**src/rtl/asic_irq4_decode.sv**
```systemverilog
// Four-source sticky interrupt collector with a maskable summary irq and a
// round-robin valid/ready port that reports which source is pending.
module asic_irq4_decode #(
   parameter string PROP = "DEFAULT",
   parameter bit    EDGE = 1'b1
) (
   input  logic       clk,
   input  logic       reset,
   input  logic [3:0] in,
   input  logic [3:0] mask,
   output logic       irq,
   output logic [3:0] pending,
   output logic       valid,
   output logic [1:0] id,
   input  logic       ready
);

   typedef enum logic {
      IDLE  = 1'b0,
      OFFER = 1'b1
   } state_t;

   state_t     state;
   logic [3:0] in_q;
   logic [3:0] set;
   logic [3:0] clr;
   logic [3:0] req;
   logic [1:0] ptr;
   logic [1:0] sel;
   logic       take;

   // First requesting source scanning upward from p, wrapping 3 -> 0.
   function automatic logic [1:0] rr_pick(input logic [3:0] r, input logic [1:0] p);
      logic [1:0] idx;
      logic [1:0] pick;
      logic       found;
      pick  = p;
      found = 1'b0;
      for (int k = 0; k < 4; k++) begin
         idx = p + 2'(k);
         if (!found && r[idx]) begin
            pick  = idx;
            found = 1'b1;
         end
      end
      return pick;
   endfunction

   always_comb begin
      set  = EDGE ? (in & ~in_q) : in;
      take = valid & ready;
      clr  = take ? (4'b0001 << id) : 4'b0000;
      req  = pending & mask;
      sel  = rr_pick(req, ptr);
   end

   // Summary interrupt stays combinational on mask so unmasking is seen at once.
   assign irq = |req;

   always_ff @(posedge clk or posedge reset) begin
      if (reset) begin
         in_q    <= 4'b0000;
         pending <= 4'b0000;
         valid   <= 1'b0;
         id      <= 2'd0;
         ptr     <= 2'd0;
         state   <= IDLE;
      end else begin
         in_q    <= in;
         // Set is OR-ed last so a new event wins over a same-cycle clear.
         pending <= (pending & ~clr) | set;
         case (state)
            IDLE: begin
               if (|req) begin
                  id    <= sel;
                  valid <= 1'b1;
                  state <= OFFER;
               end
            end
            OFFER: begin
               if (ready) begin
                  ptr   <= id + 2'd1;
                  valid <= 1'b0;
                  state <= IDLE;
               end
            end
            default: state <= IDLE;
         endcase
      end
   end

endmodule

```
**config.mk**
```make
export PLATFORM = sky130hd
export DESIGN_NAME = asic_irq4_decode
export DESIGN_NICKNAME = d
export VERILOG_FILES = /design/src/rtl/asic_irq4_decode.sv
export SDC_FILE = /design/constraint.sdc
export NUM_CORES = 1
export LEC_CHECK = 0
export BUFFER_PORTS_ARGS = -buffer_cell sky130_fd_sc_hd__clkbuf_2
export CORE_UTILIZATION = 44
export CTS_CLUSTER_DIAMETER = 120
export CTS_CLUSTER_SIZE = 30
export DETAILED_ROUTE_END_ITERATION = 8
export MAX_ROUTING_LAYER = met4
export PLACE_DENSITY = 0.79
export RECOVER_POWER = 100
export SYNTH_ARGS = -nofsm -noshare
export SYNTH_HDL_FRONTEND = slang
export SYNTH_SLANG_ARGS = --single-unit
```
**constraint.sdc**
```tcl
create_clock -name clk -period 1.15 [get_ports clk]
set_input_delay 0.115 -clock clk [delete_from_list [all_inputs] [get_ports clk]]
set_output_delay 0.115 -clock clk [all_outputs]
set_load 0.05 [all_outputs]
```
==> flow_results.org, run 1 <==
** Min path
- Tightest Hold Check Type :: primary input to flop

** Job
- Count of max-cap constraint violations :: 0

** STA
- Final Max Slew Viols :: 0
- The final hold violation count is 0.
- For the pin with the worst max-slew slack, the measured transition is between 0.5 and 0.6 ns.
- Post-route setup slack :: -0.244 ns
- Ratio of final minimum period to clock period :: 1.21
- Unrepaired setup endpoints after global routing :: true
- Worst slew slack as a fraction of its limit :: 0.635
- Setup violations remaining at the end of the flow were counted as 10.
- Maximum frequency from static timing analysis :: 717 MHz
- Clock skew after layout :: between 0.0015 and 0.002 ns
- The smallest clock period supported by the final layout is computed as 1.39 ns.
- The tightest hold path in the finished design has a slack of between 0.15 and 0.2 ns.

** Global routing
- Global-route wire length before repair :: 3.53 mm
- Pin count of the biggest net entering global routing :: 15
- Congestion Overflow GR :: 0
- Antenna violations before repair :: 0
- Number of global-route vias before repair :: 744
- In the global route stage, overall resource usage came out at 0.280.

** Logic synthesis
- The synthesized design contains 14 register bits.
- Measured against the total synthesized area, the mux share comes to 0.0164.
- Synthesis Warnings :: 0
- The cell count after synthesis came out at 65.
- In this run the mean area of a mapped cell was approximately 11 um2.
- The number of different library cells used by synthesis comes to 24.
- Adder-cell area share of the yosys netlist :: 0.0727
- After synthesis, the largest family of logic cells by area is compound AO/OA/AOI/OAI gates.
- Cell Area, Synth :: ~700 um2
- Of the total synthesized cell area, the portion taken by AND, OR, NAND and NOR gates is 0.120.
- The biggest area contributor in the post-synthesis netlist is sky130_fd_sc_hd__dfrtp_1.
- Net count of the mapped netlist :: 80
- Of the total synthesized cell area, the portion taken by XOR and XNOR cells is 0.
- Compound-gate portion of the synthesized area :: 0.244
- Share of the synthesized area in the top cell type :: 0.509
- Sequential element share of the synthesized area :: 0.509
- Cells taking the most area after synthesis :: sky130_fd_sc_hd__dfrtp_1 51%, sky130_fd_sc_hd__ha_1 7.3%, sky130_fd_sc_hd__o21ai_0 5.1%, sky130_fd_sc_hd__nand2_1 4.4%, sky130_fd_sc_hd__inv_1 3.8%

** Floorplan
- Measured along the x axis, the die boundary spans ~42 um.
- Cell row count :: 13
- Chip Height :: 41.5 um
- Starting Density :: 0.498
- After floorplanning, the core was sized to cover about 1400 um2.
- The die covers 1730 um2.
- During I/O placement, the number of pins put on the boundary was 19.

** Drt
- The routed design has 2.32 mm of wire.
- Summing over every cut layer, the via total after detailed routing is 712.
- Post-detailed-route via-to-cell ratio :: 5.84
- Post-route DRC :: 0
- The pre-antenna-repair detailed-routing pass consisted of 4 iterations.
- Post-DRT Antenna Nets :: 0
- In the final routed layout, each cell accounts on average for 19.0 um.
- For this block, the initial DRC count from the detailed router was 36.

** Run status
- The run finished, with violations left.
- The final reports fail on negative setup slack.

** Final layout
- The sequential cells in the finished layout cover a total of 357 um2.
- Commonest cells after routing, fill and taps aside :: 9 x sky130_fd_sc_hd__dfrtp_1, 9 x sky130_fd_sc_hd__buf_4, 8 x sky130_fd_sc_hd__clkbuf_2, 7 x sky130_fd_sc_hd__o21ai_0, 7 x sky130_fd_sc_hd__buf_6
- Fill cells in the final layout number between 70 and 80.
- In the final layout, the share of cells above drive strength 1 is 0.486.
- After the flow finishes, the layout carries non-filler instances totaling 122.
- In the final layout, the multi-input gates occupy 389 um2.
- Antenna cell count :: 0
- Relative to the synthesized area, the layout overhead comes to 75.6%.
- Final Net Count :: 123

** Setup path
- Data on the critical path is required at its endpoint by 1.33 ns.
- STA classifies the critical path startpoint as a flop.
- Type of destination of the critical path :: flop
- Data arrives at the worst endpoint at 1.57 ns.
- Highest net fanout along the worst path :: 2
- The setup path with the least slack is of type flop to flop.

** Clock network
- Source-to-sink clock delay at the later pin of the worst-skew pair :: 0.29 ns
- CTS Buf Count :: 3
- In this run the deepest clock path goes through 2 buffers.
- Clk slew on worst S/H paths :: around 0.10 ns
- TritonCTS clock tree :: done
- CTS built an H-tree with a depth of 1.
- CTS placed an instance of sky130_fd_sc_hd__clkbuf_4 at the clock tree root.
- The clock net in this run drives a total of 14 sinks.

** Place
- Detailed placement finished with a half-perimeter wire length of roughly 1.3 mm.
- Routability-driven placement finished with a final weighted congestion of approximately 0.90.
- After detailed placement, the design holds a cell count of 108.
- Buffers placed on the I/O ports in this run total 18.

** Power and ir drop
- VDD sags by at most roughly 1.5 mV.
- In this run the static leakage power is around 0.00058 uW.
- Ratio of total power to cell area :: 2570 nW/um2
- PnR Total Power :: 3100 uW
==> power by group <==
| group | internal [uW] | switching (uW) | leakage (uW) | total [uW] |
|---|---|---|---|---|
| Sequential | 646 | 218 | 0.000151 | 864 |
| Combinational | 917 | 941 | 0.000404 | 1860 |
| Clock | 193 | 188 | 0.0000210 | 381 |
==> metal layers <==
layer,global-route usage,vias to the layer above,part of all wire
met4,0.0839,0,0.011
met2,0.466,50,0.50
li1,-,322,-
met1,0.351,336,0.41
met3,0.0435,4,0.087
met5,-,-,0
==> logic make-up after synthesis <==
family / Yosys count
flip-flops: 14
multiplexers: 1
AND/OR/NAND/NOR: 17
adder cells (fa/ha/maj): 4
AO/OA/AOI/OAI: 22
buffers and inverters: 7
==> sequential cells by signal, indices dropped and copies added (netlist names) <==
register and flops:
ptr 2, id 2, pending 4, valid 1
state 1, in_q 4
==> worst max-delay path, cell delays in order, from the launching register on <==
cell	delay, ns
sky130_fd_sc_hd__dfrtp_2	0.43
sky130_fd_sc_hd__buf_6	0.12
sky130_fd_sc_hd__buf_4	0.13
sky130_fd_sc_hd__a211oi_1	0.33
sky130_fd_sc_hd__or3_1	0.20
sky130_fd_sc_hd__o22ai_2	0.08
==> per-stage QoR <==
step / area (um2) / TNS, ns / util / setup WS [ns]
2_1_floorplan: 721 / -0.623 / - / -0.192
3_3_place_gp: 905 / -0.0373 / 0.654 / -0.0198
3_5_place_dp: 905 / -0.179 / 0.654 / -0.0650
4_1_cts: 1150 / -0.538 / 0.829 / -0.189
5_1_grt: 1210 / -1.59 / 0.874 / -0.273
6_report: 1210 / -1.20 / 0.874 / -0.244
==> cell type report <==
class / instances / area share
inverter: 7 / 0.0217
clock buffer: 4 / 0.0300
multi-input combinational: 44 / 0.322
timing repair buffer: 38 / 0.316
tap: 15 / 0.0155
sequential: 14 / 0.295
==> cells in the mapped netlist <==
| cell | count |
|---|---|
| sky130_fd_sc_hd__dfrtp_1 | 14 |
| sky130_fd_sc_hd__nand2_1 | 8 |
| sky130_fd_sc_hd__inv_1 | 7 |
| sky130_fd_sc_hd__o21ai_0 | 7 |
| sky130_fd_sc_hd__nand3_1 | 5 |
| sky130_fd_sc_hd__ha_1 | 4 |
| sky130_fd_sc_hd__a211oi_1 | 2 |
| sky130_fd_sc_hd__a22o_1 | 2 |
| sky130_fd_sc_hd__a21o_1 | 1 |
| sky130_fd_sc_hd__a21oi_1 | 1 |
| sky130_fd_sc_hd__a222oi_1 | 1 |
| sky130_fd_sc_hd__a22oi_2 | 1 |
| sky130_fd_sc_hd__a31oi_1 | 1 |
| sky130_fd_sc_hd__and2_4 | 1 |
| sky130_fd_sc_hd__and3b_1 | 1 |
| sky130_fd_sc_hd__mux2_2 | 1 |
| sky130_fd_sc_hd__nor2_1 | 1 |
| sky130_fd_sc_hd__o21a_1 | 1 |
| sky130_fd_sc_hd__o21ba_1 | 1 |
| sky130_fd_sc_hd__o21bai_1 | 1 |
| sky130_fd_sc_hd__o22ai_1 | 1 |
| sky130_fd_sc_hd__o22ai_2 | 1 |
| sky130_fd_sc_hd__o2bb2ai_2 | 1 |
| sky130_fd_sc_hd__or3_1 | 1 |
==> final timing paths <==
| kind | slack (ns) | end | depth (start not counted) | start |
|---|---|---|---|---|
| setup reg to reg | -0.24 | id[0] | 5 | pending[1] |
| setup / recovery | -0.24 | id[0] | 5 | pending[1] |
| hold reg to reg | 0.42 | pending[3] | 1 | in_q[3] |
| max in group asynchronous | 0.37 | pending[1] | 3 | reset |
| hold / removal | 0.19 | pending[0] | 4 | ready |
| min in group asynchronous | 0.39 | in_q[1] | 3 | reset |
==> repair_timing <==
item / CTS / global route
pin swaps: 4 / 4
endpoints found under the setup margin: 10 / 12
hold endpoints to repair: 18 / 0
buffers inserted: 5 / 2
hold buffers: 5 / 0
resized for setup: 25 / 13
(Power assumes the default switching activity.)
==> run 2, diff against run 1 <==
--- a/config.mk
+++ b/config.mk
@@ -5,13 +5,14 @@
 export SDC_FILE = /design/constraint.sdc
 export NUM_CORES = 1
 export LEC_CHECK = 0
-export BUFFER_PORTS_ARGS = -buffer_cell sky130_fd_sc_hd__clkbuf_2
-export CORE_UTILIZATION = 44
+export ABC_CLOCK_PERIOD_IN_PS = 1150
+export CORE_UTILIZATION = 52
 export CTS_CLUSTER_DIAMETER = 120
 export CTS_CLUSTER_SIZE = 30
 export DETAILED_ROUTE_END_ITERATION = 8
+export DONT_BUFFER_PORTS = 1
 export MAX_ROUTING_LAYER = met4
-export PLACE_DENSITY = 0.79
+export PLACE_DENSITY = 0.77
 export RECOVER_POWER = 100
 export SYNTH_ARGS = -nofsm -noshare
 export SYNTH_HDL_FRONTEND = slang
==> flow_results.org, run 2 (same netlist as run 1, synthesis figures left out) <==
** Floorplan
- Placeable core area :: between 1000 and 1500 um2
- Area of the die :: around 1500 um2
- The initialized floorplan defines 12 standard-cell rows.
- Top-level I/O count :: 19
- The initial utilization of the core area, before any placement, comes to 0.588.
- Die outline width :: between 30 and 40 um
- In this run the vertical extent of the chip is 38.4 um.

** Run status
- Status :: complete, but fails checks
- The checks that failed: negative setup slack.

** Setup path
- R2r worst-path depth :: 5
- Timing startpoint of the critical path :: pending[1]
- Category of the most critical setup path :: flop to flop
- At the worst endpoint, the arrival time is 1.53 ns.
- For this design, the slowest cell found on the critical path is sky130_fd_sc_hd__dfrtp_2.
- In this run the register-to-register setup slack is -0.21 ns.
- Type of destination of the critical path :: flop
- Cell breakdown of the critical path :: a22oi_2 > buf_4 > o21ba_4 > o2bb2ai_4 > o22ai_2
- Crit start category :: flop
- Reg-to-reg endpoint :: id[0]
- Highest net fanout along the worst path :: 3
- The startpoint identified for the worst register-to-register timing path is pending[1].
- The most critical setup path has its endpoint at id[0].
- The largest single stage delay on the critical path is approximately 0.42 ns.
- Critical path data required time :: 1.31 ns

** Drt
- The final layout contains routed wiring with a total length of 2.13 mm.
- First-pass detailed-route iteration total :: 4
- Post-detailed-route via-to-cell ratio :: 6.54
- Post-DRT Antenna Nets :: 0
- The first routing iteration left 72 violations.
- For this run, design rule violations remaining after detail routing come to 0.
- Vias :: a little over 700
- Dividing the detail-routed wire length by the instance count gives 19.7 um.

** Global routing
- The number of antenna violations at the first check in global routing is 0.
- The first global-routing pass estimated 2.94 mm of wire.
- Pin count of the biggest net entering global routing :: 15
- Congestion Overflow GR :: 0
- Number of global-route vias before repair :: 669
- Across every metal layer, demand over resource in global routing totals 0.319.

** Final layout
- The net count of the finished layout is 110.
- Leading cell type in the layout, fill and taps excluded :: sky130_fd_sc_hd__buf_4
- Commonest cells after routing, fill and taps aside :: 11 x sky130_fd_sc_hd__buf_4, 9 x sky130_fd_sc_hd__dfrtp_1, 7 x sky130_fd_sc_hd__nand2_1, 7 x sky130_fd_sc_hd__o21ai_0
- Of the cells placed in the final design, the portion with a size suffix greater than 1 is 0.426.
- The repair_antennas step left the layout with diodes totalling 0.
- After the flow finishes, the layout carries non-filler instances totaling 108.
- The largest registers in the layout are in_q (4), pending (4).
- Area growth, synth to finish :: 48.5%

** Place
- At the end of routability-driven placement, the weighted congestion stood at 0.830.
- At the placement stage, the worst setup path has a slack of -0.0471 ns.
- Number of buffers added on ports :: 0
- Cell Count Post-Placement :: 93
- Half-perimeter wire length after detailed placement :: between 1 and 1.5 mm

** Clock network
- Cell chosen for the clock root :: sky130_fd_sc_hd__clkbuf_4
- Clock-pin slew was measured on the worst setup and hold paths at roughly 0.090 ns.
- TritonCTS built the clock tree.
- Source-to-sink clock delay at the later pin of the worst-skew pair :: 0.29 ns
- Counting along the longest clock path gives a buffer depth of 2.
- In this run the number of H-tree levels came out at 1.
- Clock Sinks :: 14
- TritonCTS created 3 clock buffers.

** Power and ir drop
- VDD sags by at most 1.67 mV.
- The analysis attributes to cell leakage a power of 0.000471 uW.
- PnR Total Power :: 2750 uW
- For this design the ratio of total power to cell area is 2690 nW/um2.

** STA
- Setup repair after global routing could not meet its margin everywhere.
- Final hold analysis gives a worst-case slack of 0.0349 ns.
- After layout, the minimum clock period comes to ~1.4 ns.
- Ratio of final minimum period to clock period :: 1.18
- Hold Fails Final Rpt :: 0
- In the post-route analysis, the smallest setup slack over all paths is -0.212 ns.
- In this run the tightest slew margin relative to its limit is 0.649.
- Setup violations remaining at the end of the flow were counted as 6.
- At the pin with the least slew margin, the transition time is 0.526 ns.
- Clock skew on the completed layout was measured at 0.00857 ns.
- Adding up every negative setup slack in the final design gives -0.961 ns.
- Maximum frequency from static timing analysis :: 734 MHz
- The max-slew violation count was 0.

** Job
- Count of max-cap constraint violations :: 0

** Min path
- The min-delay analysis places its worst path in the category primary input to flop.
- HP Start :: ready
run 2: worst min path at each step:
stage                 end  slack (ns)  depth (start not counted)
6_report       pending[2]        0.03                          3
3_5_place_dp      in_q[3]        0.07                          1
5_1_grt             id[1]        0.05                          2
3_3_place_gp      in_q[3]        0.06                          1
4_1_cts        pending[3]        0.05                          3
2_1_floorplan     in_q[0]       0.004                          1
run 2: layout make-up:
| class | count | area, um2 |
|---|---|---|
| tap | 14 | 17.5 |
| inverter | 7 | 26.3 |
| timing repair buffer | 25 | 220 |
| fill | 57 | 149 |
| multi-input combinational | 44 | 365 |
| sequential | 14 | 357 |
| clock buffer | 4 | 36.3 |
run 2: per-stage QoR:
step	util	area (um2)
global placement	0.720	843
CTS	0.818	958
finish	0.873	1020
global route	0.873	1020
detailed placement	0.720	843
floorplan	-	721
run 2: layer usage:
metal | vias to the layer above | share of wire | global-route usage
li1 | 294 | - | -
met1 | 344 | 0.39 | 0.370
met2 | 53 | 0.49 | 0.542
met3 | 15 | 0.087 | 0.0640
met4 | 0 | 0.038 | 0.129
met5 | - | 0 | -
run 2: report_power, final:
| group | switching, uW | total (uW) | internal (uW) | leakage, uW |
|---|---|---|---|---|
| sequential | 195 | 841 | 646 | 0.000151 |
| combinational | 899 | 1550 | 650 | 0.000299 |
| clock | 168 | 361 | 193 | 0.0000210 |
| total | 1260 | 2750 | 1490 | 0.000471 |
run 2: worst max-delay path, delay by kind of cell, from the launching register on:
| family | cells | cell delay (ns) |
|---|---|---|
| buffers and inverters | 1 | 0.18 |
| AOI/OAI and AO/OA | 4 | 0.65 |
| DFF | 1 | 0.42 |
run 2: timing repair:
action                                  CTS  global route
gates cloned                              0             0
hold endpoints to repair                 22             0
gates resized for setup                   4             8
hold buffers                              5             0
pin swaps                                 2             7
endpoints found under the setup margin    5             7
buffers inserted                          2             5
==> run 3, diff against run 2 <==
==> constraint.sdc (replaced) <==
create_clock -name clk -period 1.15 [get_ports clk]
set_input_delay 0.23 -clock clk [delete_from_list [all_inputs] [get_ports clk]]
set_output_delay 0.23 -clock clk [all_outputs]
set_load 0.05 [all_outputs]
==> flow_results.org, run 3 (same netlist as run 1, synthesis figures left out) <==
** Job
- Max-cap violations in this run came to 0.

** Setup path
- At the worst endpoint, the arrival time is 1.21 ns.
- Along the worst path, the maximum fanout reaches 2.
- Category of the most critical setup path :: flop to output pin
- Type of destination of the critical path :: output pin
- STA puts the critical path data required time at 0.92 ns.
- The worst setup path is launched from a flop.

** Drt
- After detailed routing, the number of remaining DRC violations is 0.
- Once detail routing completed, the nets flagged for antenna violations numbered 0.
- First-pass detailed-route iteration total :: 4
- Dividing the detail-routed wire length by the instance count gives 19.6 um.
- Post-detailed-route via-to-cell ratio :: 6.13
- Summing over every cut layer, the via total after detailed routing is ~670.
- The detailed router finished its first iteration with 27 violations.
- Post-detailed-routing wire length :: 2.14 mm

** Floorplan
- Top-level I/O count :: 19
- From left edge to right edge, the die measures approximately 38 um.
- Area of the die :: between 1000 and 1500 um2
- The initial utilization of the core area, before any placement, comes to 0.588.
- Chip Height :: 38.4 um
- Placeable core area :: about 1200 um2
- Cell row count :: 12

** STA
- Clock skew after layout :: 0.00186 ns
- Maximum frequency from static timing analysis :: 695 MHz
- Post-route worst hold slack :: 0.0873 ns
- Total setup violations reported at the end of the flow :: 7
- For the final routed database, the setup TNS stands at -1.17 ns.
- The smallest clock period supported by the final layout is computed as 1.44 ns.
- Slew at the pin closest to its max-slew limit :: ~0.53 ns
- Across all setup checks in the final design, the least slack found is -0.290 ns.
- Final Max Slew Viols :: 0
- Worst slew slack as a fraction of its limit :: 0.648
- Unrepaired setup endpoints after global routing :: true
- Hold Fails Final Rpt :: 0
- In the finished design, the share of the clock period the worst path needs comes to 1.25.

** Final layout
- Fraction of layout cells with a size suffix above 1 :: 0.421
- From synthesis to final layout, the design area changed by 48.7%.
- The repair_antennas step left the layout with diodes totalling 0.
- In the layout the commonest cells are 10 x sky130_fd_sc_hd__buf_4, 8 x sky130_fd_sc_hd__dfrtp_1, 7 x sky130_fd_sc_hd__nand2_1, 7 x sky130_fd_sc_hd__o21ai_0, 6 x sky130_fd_sc_hd__dfrtp_2.
- Leading cell type in the layout, fill and taps excluded :: sky130_fd_sc_hd__buf_4
- Final Net Count :: 111
- The largest registers in the layout are in_q (4), pending (4).
- Excluding fillers, the count of instances in the completed layout stands at 109.

** Global routing
- Congestion Overflow GR :: 0
- Overall fraction of global-route tracks in use :: 0.292
- The number of global-route vias before repair came to 601.
- Global-route wire length before repair :: 2.66 mm
- The number of antenna violations at the first check in global routing was 0.
- Pin count of the biggest net entering global routing :: 15

** Clock network
- Counting every sink on the clock net gives 14.
- CTS Buf Count :: 3
- Counting along the longest clock path gives a buffer depth of 2.
- TritonCTS built the clock tree.
- Source-to-sink clock delay at the later pin of the worst-skew pair :: 0.28 ns
- Cell chosen for the clock root :: sky130_fd_sc_hd__clkbuf_4
- CTS built an H-tree with a depth of 1.
- Clk slew on worst S/H paths :: 0.09 ns

** Run status
- Status :: complete, but fails checks
- The checks that failed: negative setup slack.

** Place
- Routability-driven placement finished with a final weighted congestion of 0.837.
- After legalization and detailed placement, the total HPWL measured 1.14 mm.
- Input and output buffers added on the ports amount to 0.
- After detailed placement, the design holds a cell count of between 90 and 100.

** Min path
- Tightest Hold Check Type :: primary input to flop

** Power and ir drop
- For this design the ratio of total power to cell area is 2670 nW/um2.
- The analysis attributes to cell leakage a power of 0.000483 uW.
- VDD sags by at most 1.41 mV.
[run 3: timing repair]
action | CTS | global route
resized for setup | 9 | 4
pin swaps | 3 | 4
setup endpoints to repair | 9 | 10
hold buffers | 5 | 0
endpoints found under the hold margin | 18 | 0
gates cloned | 0 | 0
buffers inserted | 6 | 4
[run 3: worst max-delay path, cell delays in order (launching register included)]
cell and delay [ns]:
sky130_fd_sc_hd__dfrtp_2 0.42, sky130_fd_sc_hd__a22oi_2 0.23, sky130_fd_sc_hd__nand3_4 0.12, sky130_fd_sc_hd__buf_12 0.16
[run 3: per-stage QoR]
| step | setup WS (ns) | util | power [uW] | area [um2] |
|---|---|---|---|---|
| 6_report | -0.290 | 0.874 | 2730 | 1020 |
| 5_1_grt | -0.328 | 0.874 | 2840 | 1020 |
| 4_1_cts | -0.298 | 0.861 | 2610 | 1010 |
| 3_5_place_dp | -0.0529 | 0.718 | 2040 | 841 |
| 3_3_place_gp | -0.0326 | 0.718 | 2010 | 841 |
| 2_1_floorplan | -0.192 | - | 1630 | 721 |
[run 3: area by class of cell]
cell class,instances,area [um2]
Inverter,7,26.3
Clock buffer,4,36.3
Tap cell,14,17.5
Timing Repair Buffer,26,253
Multi-Input combinational cell,44,333
Fill cell,49,148
Sequential cell,14,358
[run 3: report_power, final]
part	internal [uW]	switching, uW
sequential	650	176
combinational	675	876
clock	193	165
[run 3: per-layer routing]
| layer | part of all wire | vias to the layer above | GRT usage |
|---|---|---|---|
| li1 | - | 292 | - |
| met1 | 0.42 | 333 | 0.367 |
| met2 | 0.47 | 35 | 0.466 |
| met3 | 0.069 | 8 | 0.0698 |
| met4 | 0.032 | 0 | 0.103 |
| met5 | 0 | - | - |
[run 3: path summary, 6_finish.rpt]
check	cells after the start	start	slack, ns	endpoint
min	2	in[0]	0.09	pending[0]
max	3	pending[1]	-0.29	irq
max in group asynchronous	2	reset	0.32	pending[1]
min reg2reg	1	in_q[0]	0.42	pending[0]
max reg2reg	6	pending[1]	-0.24	id[0]
min in group asynchronous	2	reset	0.45	ptr[0]
